**src/rtl/inst_fifo.sv**
```systemverilog
// Instruction ingress buffer: packs three 32-bit host words into one 82-bit
// instruction and queues instructions in a first-word-fall-through FIFO.
module inst_fifo #(
    parameter int unsigned DEPTH = 8
) (
    input  logic                     clk,
    input  logic                     n_rst,
    input  logic                     flush,
    input  logic [31:0]              host_wdata,
    input  logic                     host_wvalid,
    output logic                     host_wready,
    input  logic                     read_en,
    output logic [81:0]              fifo_data,
    output logic                     fifo_empty,
    output logic                     fifo_full,
    output logic [$clog2(DEPTH):0]   count,
    output logic                     underflow
);

    localparam int unsigned AW = $clog2(DEPTH);
    localparam logic [AW:0] FULL_CNT = (AW+1)'(DEPTH);

    typedef enum logic [1:0] {
        WC_LO  = 2'd0,
        WC_MID = 2'd1,
        WC_HI  = 2'd2
    } wc_e;

    wc_e           wc;
    logic [AW-1:0] wr_ptr;
    logic [AW-1:0] rd_ptr;
    logic [AW:0]   cnt;
    logic [63:0]   staging;
    logic          unf;
    logic [81:0]   mem [DEPTH];

    logic accept;
    logic push;
    logic pop;

    // Only the closing word of an instruction needs FIFO space.
    assign host_wready = (wc != WC_HI) || (cnt < FULL_CNT);
    assign accept      = host_wvalid && host_wready;
    assign push        = accept && (wc == WC_HI);
    assign pop         = read_en && !fifo_empty;

    assign fifo_empty  = (cnt == '0);
    assign fifo_full   = (cnt == FULL_CNT);
    assign count       = cnt;
    assign underflow   = unf;
    assign fifo_data   = fifo_empty ? '0 : mem[rd_ptr];

    always_ff @(posedge clk) begin
        if (n_rst) begin
            wc      <= WC_LO;
            wr_ptr  <= '0;
            rd_ptr  <= '0;
            cnt     <= '0;
            staging <= '0;
            unf     <= 1'b0;
        end else if (flush) begin
            wc      <= WC_LO;
            wr_ptr  <= '0;
            rd_ptr  <= '0;
            cnt     <= '0;
            staging <= '0;
            unf     <= 1'b0;
        end else begin
            if (accept) begin
                case (wc)
                    WC_LO: begin
                        staging[31:0] <= host_wdata;
                        wc            <= WC_MID;
                    end
                    WC_MID: begin
                        staging[63:32] <= host_wdata;
                        wc             <= WC_HI;
                    end
                    default: wc <= WC_LO;
                endcase
            end
            if (push) wr_ptr <= wr_ptr + 1'b1;
            if (pop)  rd_ptr <= rd_ptr + 1'b1;
            case ({push, pop})
                2'b10:   cnt <= cnt + 1'b1;
                2'b01:   cnt <= cnt - 1'b1;
                default: cnt <= cnt;
            endcase
            if (read_en && fifo_empty) unf <= 1'b1;
        end
    end

    // Storage has no reset; the gating keeps discarded pushes out of the array.
    always_ff @(posedge clk) begin
        if (!n_rst && !flush && push) mem[wr_ptr] <= {host_wdata[17:0], staging};
    end

endmodule

```
**config.mk**
```make
export PLATFORM = sky130hd
export DESIGN_NAME = inst_fifo
export DESIGN_NICKNAME = d
export VERILOG_FILES = /design/src/rtl/inst_fifo.sv
export SDC_FILE = /design/constraint.sdc
export NUM_CORES = 1
export LEC_CHECK = 0
export ABC_AREA = 1
export CAP_MARGIN = 20
export CORE_MARGIN = 10
export CORE_UTILIZATION = 50
export DETAILED_ROUTE_END_ITERATION = 12
export GPL_TIMING_DRIVEN = 0
export PLACE_DENSITY = 0.79
export SLEW_MARGIN = 20
export SYNTH_ARGS = -nofsm -noshare
export SYNTH_HDL_FRONTEND = slang
export SYNTH_SLANG_ARGS = --single-unit
```
**constraint.sdc**
```tcl
create_clock -name clk -period 24.9 [get_ports clk]
set_input_delay 7.47 -clock clk [delete_from_list [all_inputs] [get_ports clk]]
set_output_delay 7.47 -clock clk [all_outputs]
set_load 0.01 [all_outputs]
```
==> metrics <==
TritonCTS Buffers=69; Final Cycle Share=44.7%; Layout area overhead=18.6%; Distinct cells, synth=26; Crit Path Max Fanout=10; Cells after Synth=2330; # DRC=0; hold buffers post-CTS=0; Final HPWL DP=53000 um; most common cell after layout, fill and taps aside=edfxtp_1; FP Rows=87; total vias in the final route=20400; H-tree depth=3; number of setup buffers added after CTS=0; initial antenna violation count=0; DRT Pass-1 Iters=6; DRT Wirelength=80500 um; Pwr Density=72.0 nW/um2; Initial Util=50.6%; max-cap violations=0; total power=2.44 mW; first-pass GRT wire length=120000 um; area of the core=56500 um2; clock share of power=42.9%; max_slew headroom=25.8%; fin crit period=11120 ps; commonest non-fill, non-tap cells in the layout=edfxtp_1, nor2_1, o21ai_0; clk_lat worst skew=620 ps; clk_skew=31.4 ps; Switch Pwr=486 uW; syn nets=2372; CTS tree=built; Final ANT Viol Nets=0; P_int=1.96 mW; Congestion Overflow GR=0; Net Sw Frac=19.9%; Seq cells post-synth=736; Die H=259 um; RSZ-0062 raised after global routing=false; dpl ws=14390 ps; achievable clock frequency=0.0899 GHz; Port Buffers=126; CTS max path bufs=3; Die Span X=259 um; DR iter-0 viols=2723; NumNets Final=2614; synthesized area=28600 um2; fraction of layout cells with a size suffix above 1=8.42%; Lkg Pwr=11.1 nW; WP data required=17430 ps; Final WS setup=13780 ps; sequential-to-total area share from yosys stat=74.5%; CTS Root Buffer Type=clkbuf_16; Ports=127; Resized cells post-CTS=0; Final setup viols=0; Gate power share=1.8%; Critical Path Start Type=flop; Max IR drop VDD=0.0631 mV; Crit. End Element=primary output; # clock sinks=736; antenna diode count=0; clock-pin transition on the worst setup and hold timing paths=60 ps; GPL Wtd Cong=0.867; die area=67200 um2; HP Class=reg -> reg; largest net degree at the start of global routing=25; Slew Limit Fails=0; DR WL/cell=23.8 um; Avg Cell Area, Syn=12.3 um2; sequential share of power=55.2%; Data arrival, critical path=3650 ps; Slew @ Worst Pin=1110 ps; warnings from Yosys=0; status=completed; crit path kind=reg -> out; Final Hold Fails=0; Tot GR Track Use=23.4%; Via density=6.03; Sum Neg Setup Slack=0 ps; vias in the first global route=20300
==> routing by layer <==
layer	wire (um)	vias to the layer above	track usage [%]
li1	-	8833	-
met1	28100	9839	28.9
met2	39400	1476	38.8
met3	9070	250	4.38
met4	3840	0	12.5
met5	0	-	0
==> synthesized netlist by cell type (all sizes together) <==
library cell | count | area [um2]
nand3 | 11 | 55.1
ha | 5 | 62.6
xnor2 | 2 | 17.5
buf | 65 | 360
o211ai | 82 | 616
nand4 | 1 | 6.26
nor2 | 588 | 2210
inv | 83 | 312
nand2 | 102 | 383
nor4 | 1 | 6.26
o22ai | 83 | 519
nor3 | 3 | 15.0
clkbuf | 91 | 354
o21ai | 398 | 1990
edfxtp | 656 | 19700
a21oi | 75 | 375
clkinv | 2 | 7.51
or2 | 1 | 6.26
xor2 | 1 | 8.76
dfxtp | 80 | 1600
==> kinds of logic (layout without fill, tap and decap cells) <==
group / count (synthesis) / in the layout / share of synthesized area [%]
flops: 736 / 736 / 74.5
simple gates: 707 / 707 / 9.37
compound gates: 638 / 638 / 12.2
buf+inv: 241 / 537 / 3.61
fa+ha+maj: 5 / 5 / 0.219
xor+xnor: 3 / 3 / 0.0919
==> power by group through the flow <==
stage | registers (mW) | logic (mW) | clock network, mW
2_1_floorplan | 1.37 | 0.0173 | 0
3_3_place_gp | 1.37 | 0.0402 | 0
3_5_place_dp | 1.37 | 0.0424 | 0
4_1_cts | 1.35 | 0.0437 | 1.05
5_1_grt | 1.35 | 0.0474 | 1.10
6_report | 1.35 | 0.0449 | 1.05
==> stage by stage <==
step | utilization [%] | area, um2 | instances | hold WS, ps
after floorplan | - | 28600 | 2330 | 433
after global placement | 54.5 | 30800 | 3212 | 439
after detailed placement | 56.1 | 31700 | 3257 | 462
after CTS | 60.0 | 33900 | 3382 | 471
after global routing | 60.0 | 33900 | 3382 | 482
final | 60.0 | 33900 | 3382 | 463
==> critical path: stages (launching register included) <==
cell and delay, ps:
dfxtp_1 570, inv_1 270, nand3_1 200, buf_2 500, clkbuf_1 590, nand2_1 110
nor2_1 200, clkdlybuf4s50_1 600
==> state kept, by name, indices dropped and copies added, names as in the netlist, named ones only <==
name	cells
wc	2
rd_ptr	3
underflow	1
wr_ptr	3
mem	656
staging	64
count	4
==> path summary, 6_finish.rpt <==
path | startpoint | to | slack [ps] | cells past startpoint
worst max register to register | count[3]$_SDFFE_PP0P_ | mem[4][42]$_DFFE_PP_ | 21610 | 7
worst max-delay path | count[3]$_SDFFE_PP0P_ | fifo_data[26] | 13780 | 7
worst min register to register | underflow$_SDFFE_PP0P_ | underflow$_SDFFE_PP0P_ | 460 | 2
worst min-delay path | underflow$_SDFFE_PP0P_ | underflow$_SDFFE_PP0P_ | 460 | 2
==> area by class of cell <==
class	count	area, um2
clock inverter	22	231
inverter	85	319
buffer	156	714
clock buffer	103	2010
sequential	736	21300
fill	4004	22600
multi-input combinational	1353	6320
tap	756	946
timing repair buffer	171	2070
(Power assumes the default switching activity.)
